--- src/rtl/iter_carry_select_adder.sv ---
// Sequential carry-select adder/subtractor: one BLOCK-bit slice per clock,
// both carry candidates formed per slice and chosen by the registered carry.
module iter_carry_select_adder #(
    parameter int WIDTH = 16,
    parameter int BLOCK = 4
) (
    input  logic             clk,
    input  logic             rst_n,
    input  logic             start,
    input  logic             sub,
    input  logic [WIDTH-1:0] a,
    input  logic [WIDTH-1:0] b,
    input  logic             c_in,
    output logic             busy,
    output logic             done,
    output logic [WIDTH-1:0] sum,
    output logic             c_out,
    output logic             overflow
);

    localparam int BSAFE  = (BLOCK >= 1) ? BLOCK : 1;
    localparam int NSLICE = WIDTH / BSAFE;
    localparam int CW     = (NSLICE > 1) ? $clog2(NSLICE) : 1;
    localparam int IW     = (WIDTH > 1) ? $clog2(WIDTH) : 1;

    if ((BLOCK < 1) || ((WIDTH % BSAFE) != 0)) begin : g_bad_cfg
        $error("iter_carry_select_adder: WIDTH must be a positive multiple of BLOCK");
    end

    typedef enum logic [1:0] {
        IDLE = 2'd0,
        RUN  = 2'd1,
        DONE = 2'd2
    } state_t;

    state_t           r_state;
    state_t           w_next;
    logic [WIDTH-1:0] r_a;
    logic [WIDTH-1:0] r_b;
    logic [WIDTH-1:0] r_sum;
    logic             r_carry;
    logic             r_cout;
    logic             r_ovf;
    logic [CW-1:0]    r_cnt;

    logic [IW-1:0]    w_base;
    logic [BLOCK-1:0] w_ai;
    logic [BLOCK-1:0] w_bi;
    logic [BLOCK:0]   w_s0;
    logic [BLOCK:0]   w_s1;
    logic [BLOCK:0]   w_sel;
    logic             w_last;
    logic             w_cmsb;
    logic             w_accept;

    // Slice base never exceeds WIDTH-BLOCK, so IW-bit arithmetic is exact.
    always_comb begin
        w_base = IW'(r_cnt) * IW'(BLOCK);
        w_ai   = r_a[w_base +: BLOCK];
        w_bi   = r_b[w_base +: BLOCK];
        w_s0   = {1'b0, w_ai} + {1'b0, w_bi};
        w_s1   = w_s0 + (BLOCK + 1)'(1);
        w_sel  = r_carry ? w_s1 : w_s0;
        w_last = (r_cnt == CW'(NSLICE - 1));
        // sum bit = a ^ b ^ carry_in, so the carry into the slice MSB falls out directly.
        w_cmsb = w_sel[BLOCK-1] ^ w_ai[BLOCK-1] ^ w_bi[BLOCK-1];
    end

    assign w_accept = start && ((r_state == IDLE) || (r_state == DONE));

    always_comb begin
        w_next = r_state;
        case (r_state)
            IDLE:    if (start) w_next = RUN;
            RUN:     if (w_last) w_next = DONE;
            DONE:    w_next = start ? RUN : IDLE;
            default: w_next = IDLE;
        endcase
    end

    always_ff @(posedge clk) begin
        if (!rst_n) begin
            r_state <= IDLE;
            r_a     <= '0;
            r_b     <= '0;
            r_sum   <= '0;
            r_carry <= 1'b0;
            r_cout  <= 1'b0;
            r_ovf   <= 1'b0;
            r_cnt   <= '0;
        end else begin
            r_state <= w_next;
            if (w_accept) begin
                r_a     <= a;
                r_b     <= sub ? ~b : b;
                r_carry <= sub | c_in;
                r_cnt   <= '0;
            end else if (r_state == RUN) begin
                r_sum[w_base +: BLOCK] <= w_sel[BLOCK-1:0];
                r_carry                <= w_sel[BLOCK];
                r_cnt                  <= r_cnt + CW'(1);
                if (w_last) begin
                    r_cout <= w_sel[BLOCK];
                    r_ovf  <= w_cmsb ^ w_sel[BLOCK];
                end
            end
        end
    end

    assign busy     = (r_state == RUN);
    assign done     = (r_state == DONE);
    assign sum      = r_sum;
    assign c_out    = r_cout;
    assign overflow = r_ovf;

endmodule

--- config.mk ---
export PLATFORM = sky130hd
export DESIGN_NAME = iter_carry_select_adder
export DESIGN_NICKNAME = d
export VERILOG_FILES = /design/src/rtl/iter_carry_select_adder.sv
export SDC_FILE = /design/constraint.sdc
export NUM_CORES = 1
export LEC_CHECK = 0
export BUFFER_PORTS_ARGS = -buffer_cell sky130_fd_sc_hd__buf_2
export CORE_MARGIN = 3
export CORE_UTILIZATION = 45
export CTS_BUF_LIST = sky130_fd_sc_hd__clkbuf_4
export CTS_CLUSTER_SIZE = 20
export DETAILED_ROUTE_END_ITERATION = 8
export HOLD_SLACK_MARGIN = 0.15
export PLACE_DENSITY = 0.75
export SYNTH_ARGS = -nofsm -noshare
export SYNTH_HDL_FRONTEND = slang
export SYNTH_SLANG_ARGS = --single-unit
--- constraint.sdc ---
create_clock -name clk -period 6.7 [get_ports clk]
set_input_delay 1.34 -clock clk [delete_from_list [all_inputs] [get_ports clk]]
set_output_delay 1.34 -clock clk [all_outputs]
set_load 0.02 [all_outputs]
==> metrics.cfg, run 1 <==
[logic_synthesis]
synth.avg_cell_area_um2 = 9.815
yosys.area_share.simple_pct = 17.75
syn-num-nets = 332
synthTopCellsByArea = dfxtp_1 (40%), nand2_1 (7.8%), mux4_2 (6.5%)
netlist.area_leader.share_pct = 39.64
synth_seq_cells = 55
synth_top_area_cell = dfxtp_1
synth_mux_area_share_pct = 6.486
synth_top_family_by_area = compound AO/OA/AOI/OAI gates
ys_types = 39
ys_seq_area_share_pct = 39.64
synthArstFlopShare_pct = 0
ys_top_cells_by_count = nand2_1 (58), dfxtp_1 (55), xnor2_1 (20)
synth-edff-count = 0
syn-instance-count = 283
yosys_warnings = 0
netlist_area_um2 = 2778
synthXorXnorAreaFrac_pct = 7.793
synth_flop_cell = dfxtp_1
synth.most_common_cell = nand2_1
synth_compound_area_share_pct = 18.42
synthAdderAreaFrac_pct = 5.676

[sta]
worst_slew_pin_slew_ps = 803.3
finalSetupViolCount = 0
tns_ps = 0
rsz0062_at_grt = no
timing.slew.headroom_pct = 45.69
hold_viol_final = 0
period_share_pct = 52.93
fin_skew_ps = 8.812
max_freq_mhz = 282.0
whs_ps = 477.3
slew_viol_final = 0
period_minus_slack_ps = 3547

[finish]
fill_cells = 559
final_area_um2 = 3119
area_growth_pct = 12.30
diodes = 0
nets = 378
drive_gt1_share_pct = 24.55

[detailed_routing]
first_pass_iters = 4
vias = 2117
drt_iter0_drc = 77
wl_per_cell_um = 14.19
antenna_left = 0
avgViaCountPerCell = 5.266
route.detailed.drc = 0
routed_wl_mm = 5.705

[setup_path]
required_ps = 7010
r2r_setup_slack_ps = 3150
crit_fanout = 15
arrival_ps = 3850
cpPeakStageDelay_ps = 810
end_kind = flip-flop
start_kind = flip-flop
crit_chain = mux4_2, ha_1, inv_1, fa_1, inv_1, ha_1, nand3_1, nor4_1, a2111oi_4, and4b_4, nor4b_2
worstSetupPathType = flip-flop to flip-flop
path_delay_family = simple AND/OR/NAND/NOR gates
rr_endpoint = overflow
rr_startpoint = r_cnt[0]
r2r_cells = 11
slowest_stage = dfxtp_1
path_buf_inv = 2

[placed_design]
io_buffers = 56
gp_congestion = 0.8575
placed_cell_area_um2 = 3067
hpwlAfterDp_mm = 4.187

[clock_network]
htree_num_levels = 2
clock_tree.root_cell = clkbuf_4
clock_path_buffers = 2
ctsHoldBuffers = 0
path_clk_slew_ps = 150
worstSkewPairLatency_ps = 370
cts.repair.resized = 0
cts.sinks = 55
cts_tree = built
cts_buffers = 5
post_cts_buffers = 0

[status]
outcome = complete, no violations

[min_path]
min_to = r_a[13]
holdCritPathClass = flip-flop to flip-flop
hold_depth = 2
worstHoldStart = r_a[13]

[global_route]
grt_pass1_vias = 2119
met2_usage_pct = 29.40
grt_use_met3_pct = 3.631
globalRouteTotalUtil_pct = 16.81
grt_pass1_wl_mm = 9.867
use_met1_pct = 20.75
top_usage_layer = met2
grt_max_degree = 55
gr-total-overflow = 0
antenna_found_initial = 0

[floorplanning]
pin_count = 57
core_um2 = 5743
dieHeight_um = 84.57
initial_core_util_pct = 48.37
dieArea_um2 = 7151
chipWidth_um = 84.57
floorplan.rows = 27

[pwr]
power_mw = 0.6238
powerDensity_nw_per_um2 = 200.0
peakVddDrop_mv = 0.09746
power.static_leakage_nw = 1.420

[job]
maxCapViolations = 0

[layout by cell type, fill, tap and decap left out, types with 2 or more instances in the layout]
cell	count
a21o_1	2
a21oi_1	4
nand2_1	58
dfxtp_1	55
ha_1	11
nor3_1	3
a22oi_1	16
nor2_1	2
nor4_1	2
a21boi_0	16
clkinv_2	3
o211a_1	16
clkbuf_4	5
xnor2_1	20
nor2b_1	17
and2_1	2
nor4b_1	3
o21a_1	2
xor2_1	2
inv_1	7
buf_2	56
mux4_2	8
nand2b_1	2
o21ai_0	2
[sequential cells by signal, indices dropped and copies added (netlist names)]
name      count
r_a          16
sum          16
overflow      1
r_b          16
r_cnt         2
r_state       2
r_carry       1
c_out         1
[how the worst max path moves through the flow]
stage / start / endpoint / slack (ps) / cells past startpoint
floorplan: r_cnt[0] / overflow / 3510 / 12
global placement: r_cnt[0] / overflow / 3300 / 11
detailed placement: r_cnt[0] / overflow / 3150 / 11
CTS: r_cnt[0] / overflow / 3140 / 11
global route: r_cnt[0] / overflow / 2860 / 11
finish: r_cnt[0] / overflow / 3150 / 11
[routing by layer]
metal | wire, µm | vias to the layer above
li1 | - | 1079
met1 | 2554 | 985
met2 | 2812 | 47
met3 | 264 | 6
met4 | 73 | 0
met5 | 0 | -
[logic make-up after synthesis]
| family | Yosys count |
|---|---|
| adders and majority gates | 12 |
| DFF | 55 |
| AOI/OAI and AO/OA | 62 |
| and+or+nand+nor | 98 |
| buffers and inverters | 25 |
| xor gates and xnor gates | 23 |
| muxes | 8 |
[report_power, final]
| part | internal (mW) | leakage [nW] | switching (mW) |
|---|---|---|---|
| combinational | 0.0574 | 0.935 | 0.0684 |
| sequential | 0.345 | 0.450 | 0.0134 |
| clock | 0.0394 | 0.0347 | 0.0999 |
[through the flow]
stage          utilization [%]  setup slack (ps)  std cells
2_1_floorplan                -              3513        283
3_3_place_gp             53.40              3302        394
3_5_place_dp             53.40              3155        394
4_1_cts                  54.31              3137        402
5_1_grt                  54.31              2857        402
6_report                 54.31              3154        402
[final cells by class]
class	count	area, µm²	area share [%]
clock buffers	5	37.54	1.203
clock inverters	3	15.01	0.4813
inverters	7	26.28	0.8424
multi-input cells	203	1562	50.06
flip-flops and latches	55	1101	35.30
well taps	72	90.09	2.888
repair buffers	57	287.8	9.226
[tightest hold or removal path, cell delays in order (launching register included)]
cell and delay (ps):
dfxtp_1 340, nand2_1 50, a21boi_0 60
(Power assumes the default switching activity.)
==> run 2: changes to the inputs <==
clock period = 3.32 ns   (was 6.7 ns; I/O delays follow)
==> run 2 against run 1 <==
- register-to-register slack got worse by 2900 ps
- sequential power rose by 100%
- total power up 100%
- clock power is 97% higher
- die area did not move
- clock-buffer cell count is 1 higher
- largest cell class unchanged
- largest power group unchanged
==> metrics.cfg, run 2 (synthesized netlist as in run 1, its figures left out) <==
[finish]
area_growth_pct = 13.11
layout_commonest_cell = nand2_1
multi_input_area_um2 = 1568  ; +0.40%
diodes = 0  ; unchanged
final_util_pct = 54.71  ; +0.39 points
final_cell_mix = nand2_1 (58), buf_2 (56), dfxtp_1 (54), xnor2_1 (20), nor2b_1 (17)
drive_gt1_share_pct = 25.38  ; +0.83 points
fill_cells = 549  ; -1.8%
regArea_um2 = 1102  ; +0.11%
final_area_um2 = 3142  ; +0.72%
nets = 381  ; +0.79%

[detailed_routing]
antenna_left = 0  ; unchanged
routed_wl_mm = 5.587  ; -2.1%
avgViaCountPerCell = 5.273  ; +0.13%
first_pass_iters = 4  ; unchanged
drt_iter0_drc = 103  ; +34%
route.detailed.drc = 0  ; unchanged
wl_per_cell_um = 13.86  ; -2.3%
vias = 2125  ; +0.38%

[global_route]
grt_max_degree = 55  ; unchanged
globalRouteTotalUtil_pct = 16.20  ; -0.60 points
gr-total-overflow = 0  ; unchanged
grt_pass1_vias = 2088  ; -1.5%
grt_pass1_wl_mm = 9.722  ; -1.5%
antenna_found_initial = 0  ; unchanged

[pwr]
peakVddDrop_mv = 0.1574  ; +62%
power.static_leakage_nw = 1.429  ; +0.64%
powerDensity_nw_per_um2 = 399.2  ; +100%

[clock_network]
path_clk_slew_ps = 140  ; about the same
clock_tree.root_cell = clkbuf_4
ctsHoldBuffers = 0  ; unchanged
cts_buffers = 5  ; unchanged
worstSkewPairLatency_ps = 370  ; about the same
cts.sinks = 55  ; unchanged
clock_path_buffers = 2  ; unchanged
htree_num_levels = 2  ; unchanged
cts_tree = built

[setup_path]
rr_startpoint = r_cnt[0]
arrival_ps = 3370  ; -480 ps
required_ps = 3620  ; -3390 ps
crit_chain = mux4_2, ha_1, inv_1, fa_1, inv_1, ha_1, nand3_1, a2111oi_4, a211oi_1, nor4b_2
r2r_setup_slack_ps = 250  ; -2900 ps
worstSetupPathType = flip-flop to flip-flop
crit_fanout = 6  ; -9
start_kind = flip-flop
cpPeakStageDelay_ps = 530  ; -280 ps
r2r_cells = 10  ; -1
rr_endpoint = overflow
slowest_stage = mux4_2
end_kind = flip-flop

[floorplanning]
dieArea_um2 = 7151  ; unchanged
initial_core_util_pct = 48.37  ; unchanged
pin_count = 57  ; unchanged
dieHeight_um = 84.57  ; unchanged
chipWidth_um = 84.57  ; unchanged
floorplan.rows = 27  ; unchanged
core_um2 = 5743  ; unchanged

[sta]
worst_slew_pin_slew_ps = 811.1  ; +7.828 ps
period_share_pct = 92.45  ; +40 points
period_minus_slack_ps = 3069  ; -477.2 ps
timing.slew.headroom_pct = 45.92  ; +0.23 points
max_freq_mhz = 325.8  ; +16%
finalSetupViolCount = 0  ; unchanged
hold_viol_final = 0  ; unchanged
fin_skew_ps = 12.28  ; +3.463 ps
slew_viol_final = 0  ; unchanged
fin_ws_ps = 250.7  ; -2903 ps
rsz0062_at_grt = no
tns_ps = 0  ; unchanged
whs_ps = 473.7  ; -3.593 ps

[placed_design]
placed_cell_area_um2 = 3089  ; +0.73%
hpwlAfterDp_mm = 4.137  ; -1.2%
pre_cts_slack_ps = 93.77  ; -3061 ps
gp_congestion = 0.8117  ; -5.3%
io_buffers = 56  ; unchanged

[min_path]
min_to = r_a[5]
worstHoldStart = r_a[5]
holdCritPathClass = flip-flop to flip-flop
hold_depth = 2  ; unchanged

[status]
outcome = complete, no violations

[job]
maxCapViolations = 0  ; unchanged

run 2: worst max-delay path by stage:
| stage | cells past startpoint | start | end | slack [ps] |
|---|---|---|---|---|
| global route | 10 | r_cnt[1] | overflow | 10 |
| floorplan | 12 | r_cnt[0] | overflow | 130 |
| detailed placement | 11 | r_cnt[0] | overflow | 90 |
| finish | 10 | r_cnt[0] | overflow | 250 |
| CTS | 11 | r_cnt[0] | overflow | 50 |
| global placement | 11 | r_cnt[0] | overflow | 250 |
run 2: power by group:
group / total, mW / internal, mW / leakage [nW] / switching (mW)
Clock: 0.274 / 0.0841 / 0.0276 / 0.190
Combinational: 0.260 / 0.118 / 0.951 / 0.141
Sequential: 0.721 / 0.697 / 0.451 / 0.0244
Total: 1.25 / 0.899 / 1.43 / 0.355
run 2: per-stage QoR:
step	total power [mW]	instances
after global routing	1.317	403
after floorplan	0.9219	283
after CTS	1.263	403
after detailed placement	0.9934	397
final	1.254	403
after global placement	0.9873	397
run 2: layout make-up:
class / instances / share of cell area (%)
flip-flops and latches: 55 / 35.09
repair buffers: 60 / 9.877
multi-input cells: 203 / 49.90
inverters: 7 / 0.8363
well taps: 72 / 2.867
clock buffers: 6 / 1.434
run 2: worst max-delay path: cells and delay by family (launching register included):
| kind | cells | cell delay [ps] |
|---|---|---|
| and+or+nand+nor | 2 | 480 |
| DFF | 1 | 440 |
| adders and majority gates | 3 | 780 |
| muxes | 1 | 530 |
| AOI/OAI and AO/OA | 2 | 620 |
| buffers and inverters | 2 | 160 |
run 2: per-layer routing:
layer | routed length (µm) | vias to the layer above | global-route usage (%)
li1 | - | 1087 | -
met1 | 2596 | 978 | 21.68
met2 | 2634 | 57 | 26.41
met3 | 315 | 3 | 4.220
met4 | 41 | 0 | 3.453
met5 | 0 | - | 0
run 2: what timing repair did:
item / in CTS / in global routing
setup buffers: 0 / 0
setup endpoints to repair: 0 / 3
gates resized for setup: 0 / 2
==> run 3: changes to the inputs <==
PLACE_DENSITY = 0.77   (was 0.75)
==> run 3 against run 2 <==
- final area stayed put
- sequential cell count unchanged
- combinational power about the same
- wire length is 1.0% higher
- utilization did not move
- sequential power hardly changed
- critical path depth unchanged
- via count grew 0.80%
==> metrics.cfg, run 3 (synthesized netlist as in run 1, its figures left out) <==
[status]
outcome = complete, no violations

[clock_network]
htree_num_levels = 2  ; unchanged
post_cts_buffers = 0  ; unchanged
worstSkewPairLatency_ps = 360  ; about the same
ctsHoldBuffers = 0  ; unchanged
cts_tree = built
cts.sinks = 55  ; unchanged
cts_buffers = 5  ; unchanged
path_clk_slew_ps = 140  ; about the same
clock_path_buffers = 2  ; unchanged
clock_tree.root_cell = clkbuf_4

[global_route]
grt_pass1_wl_mm = 9.680  ; -0.43%
grt_max_degree = 55  ; unchanged
gr-total-overflow = 0  ; unchanged
grt_pass1_vias = 2079  ; -0.43%
globalRouteTotalUtil_pct = 16.44  ; +0.24 points
antenna_found_initial = 0  ; unchanged

[placed_design]
hpwlAfterDp_mm = 4.354  ; +5.2%
placed_cell_area_um2 = 3089  ; unchanged
pre_cts_slack_ps = 243.2  ; +149.4 ps
io_buffers = 56  ; unchanged
post-place-cells = 397  ; unchanged
gp_congestion = 0.8969  ; +10%

[sta]
max_freq_mhz = 322.9  ; -0.88%
rsz0062_at_grt = no
slew_viol_final = 0  ; unchanged
period_minus_slack_ps = 3097  ; +27.40 ps
finalSetupViolCount = 0  ; unchanged
fin_ws_ps = 223.3  ; -27.40 ps
period_share_pct = 93.27  ; +0.83 points
whs_ps = 483.4  ; +9.679 ps
tns_ps = 0  ; unchanged
timing.slew.headroom_pct = 45.59  ; -0.33 points
fin_skew_ps = 10.29  ; -1.985 ps
hold_viol_final = 0  ; unchanged
worst_slew_pin_slew_ps = 804.8  ; -6.329 ps

[detailed_routing]
vias = 2142  ; +0.80%
wl_per_cell_um = 13.97  ; +0.77%
drt_iter0_drc = 83  ; -19%
avgViaCountPerCell = 5.302  ; +0.55%
antenna_left = 0  ; unchanged
routed_wl_mm = 5.644  ; +1.0%
first_pass_iters = 4  ; unchanged
route.detailed.drc = 0  ; unchanged

[pwr]
power.static_leakage_nw = 1.430  ; about the same
p_int_mw = 0.8905  ; -0.98%
peakVddDrop_mv = 0.1931  ; +23%
power_frac_seq_pct = 57.8  ; +0.3 points
comb_power_share_pct = 20.8  ; about the same
clockPowerShare_pct = 21.4  ; -0.4 points
swShare_pct = 28.55  ; +0.25 points
p_sw_mw = 0.3558  ; +0.23%
powerDensity_nw_per_um2 = 396.7  ; -0.64%

[setup_path]
r2r_setup_slack_ps = 220  ; -30 ps
r2r_cells = 10  ; unchanged
end_kind = flip-flop
worstSetupPathType = flip-flop to flip-flop
rr_endpoint = overflow
crit_end = overflow
arrival_ps = 3380  ; about the same
start_kind = flip-flop
rr_startpoint = r_cnt[0]
crit_fanout = 8  ; +2
required_ps = 3600  ; -20 ps
cp-startpoint = r_cnt[0]

[finish]
drive_gt1_share_pct = 25.00  ; -0.38 points
fill_cells = 537  ; -2.2%
final_area_um2 = 3142  ; unchanged
layout.cells.non_filler = 404  ; +0.25%
nets = 381  ; unchanged
layout_commonest_cell = nand2_1
diodes = 0  ; unchanged
final_cell_mix = nand2_1 (58), buf_2 (56), dfxtp_1 (55), xnor2_1 (20), nor2b_1 (17)
area_growth_pct = 13.11  ; unchanged

[job]
maxCapViolations = 0  ; unchanged

[floorplanning]
initial_core_util_pct = 48.37  ; unchanged
pin_count = 57  ; unchanged
core_um2 = 5743  ; unchanged
chipWidth_um = 84.57  ; unchanged
dieArea_um2 = 7151  ; unchanged
dieHeight_um = 84.57  ; unchanged
floorplan.rows = 27  ; unchanged

[min_path]
holdCritPathClass = flip-flop to flip-flop

[run 3: cell count changes in the layout (fill, tap and decap cells not counted)]
cell      change
dfxtp_1       +1
clkinv_2      +1
clkbuf_4      -1
clkinv_1      +1
dfxtp_2       -1
[run 3: power by group through the flow]
| stage | sequential (mW) | clock (mW) | combinational, mW |
|---|---|---|---|
| final | 0.720 | 0.267 | 0.259 |
| after detailed placement | 0.735 | 0 | 0.260 |
| after global placement | 0.735 | 0 | 0.253 |
| after CTS | 0.720 | 0.279 | 0.261 |
| after floorplan | 0.730 | 0 | 0.191 |
| after global routing | 0.725 | 0.304 | 0.288 |
[run 3: timing repair]
action                                 CTS  global route
setup endpoints to repair                0             1
endpoints found under the hold margin    0             0
gates resized for setup                  0             1
[run 3: final cells by class]
class / instances / area [µm²] / share of cell area [%]
inverters: 7 / 26.28 / 0.8363
clock inverters: 2 / 8.758 / 0.2788
well taps: 72 / 90.09 / 2.867
multi-input cells: 203 / 1568 / 49.90
clock buffers: 5 / 37.54 / 1.195
flip-flops and latches: 55 / 1101 / 35.05
repair buffers: 60 / 310.3 / 9.877
[run 3: how the worst min path moves through the flow]
stage / start / to / slack [ps] / cells after the start
3_3_place_gp: r_a[15] / r_a[15] / 460 / 2
3_5_place_dp: r_a[10] / r_a[10] / 470 / 2
5_1_grt: r_a[11] / r_a[11] / 510 / 2
4_1_cts: r_a[10] / r_a[10] / 480 / 2
6_report: r_a[10] / r_a[10] / 480 / 2
2_1_floorplan: r_a[4] / r_a[4] / 440 / 2
[run 3: worst max-delay path, stage by stage (launching register included)]
cell	delay, ps
dfxtp_1	430
buf_4	210
mux4_2	540
inv_1	90
fa_1	430
inv_1	80
ha_1	150
nand3_1	180
a2111oi_4	470
a211oi_1	150
nor4b_2	280
[run 3: stage by stage]
| stage | total power [mW] | util, % |
|---|---|---|
| 4_1_cts | 1.260 | 54.60 |
| 3_3_place_gp | 0.9874 | 53.79 |
| 5_1_grt | 1.318 | 54.71 |
| 6_report | 1.246 | 54.71 |
| 3_5_place_dp | 0.9943 | 53.79 |
| 2_1_floorplan | 0.9219 | - |
[run 3: per-layer routing]
layer	wire, µm	part of all wire (%)	track usage (%)
met5	0	0	0
met4	79	1.4	4.460
met3	288	5.1	3.925
met2	2712	48	28.47
met1	2563	45	20.39
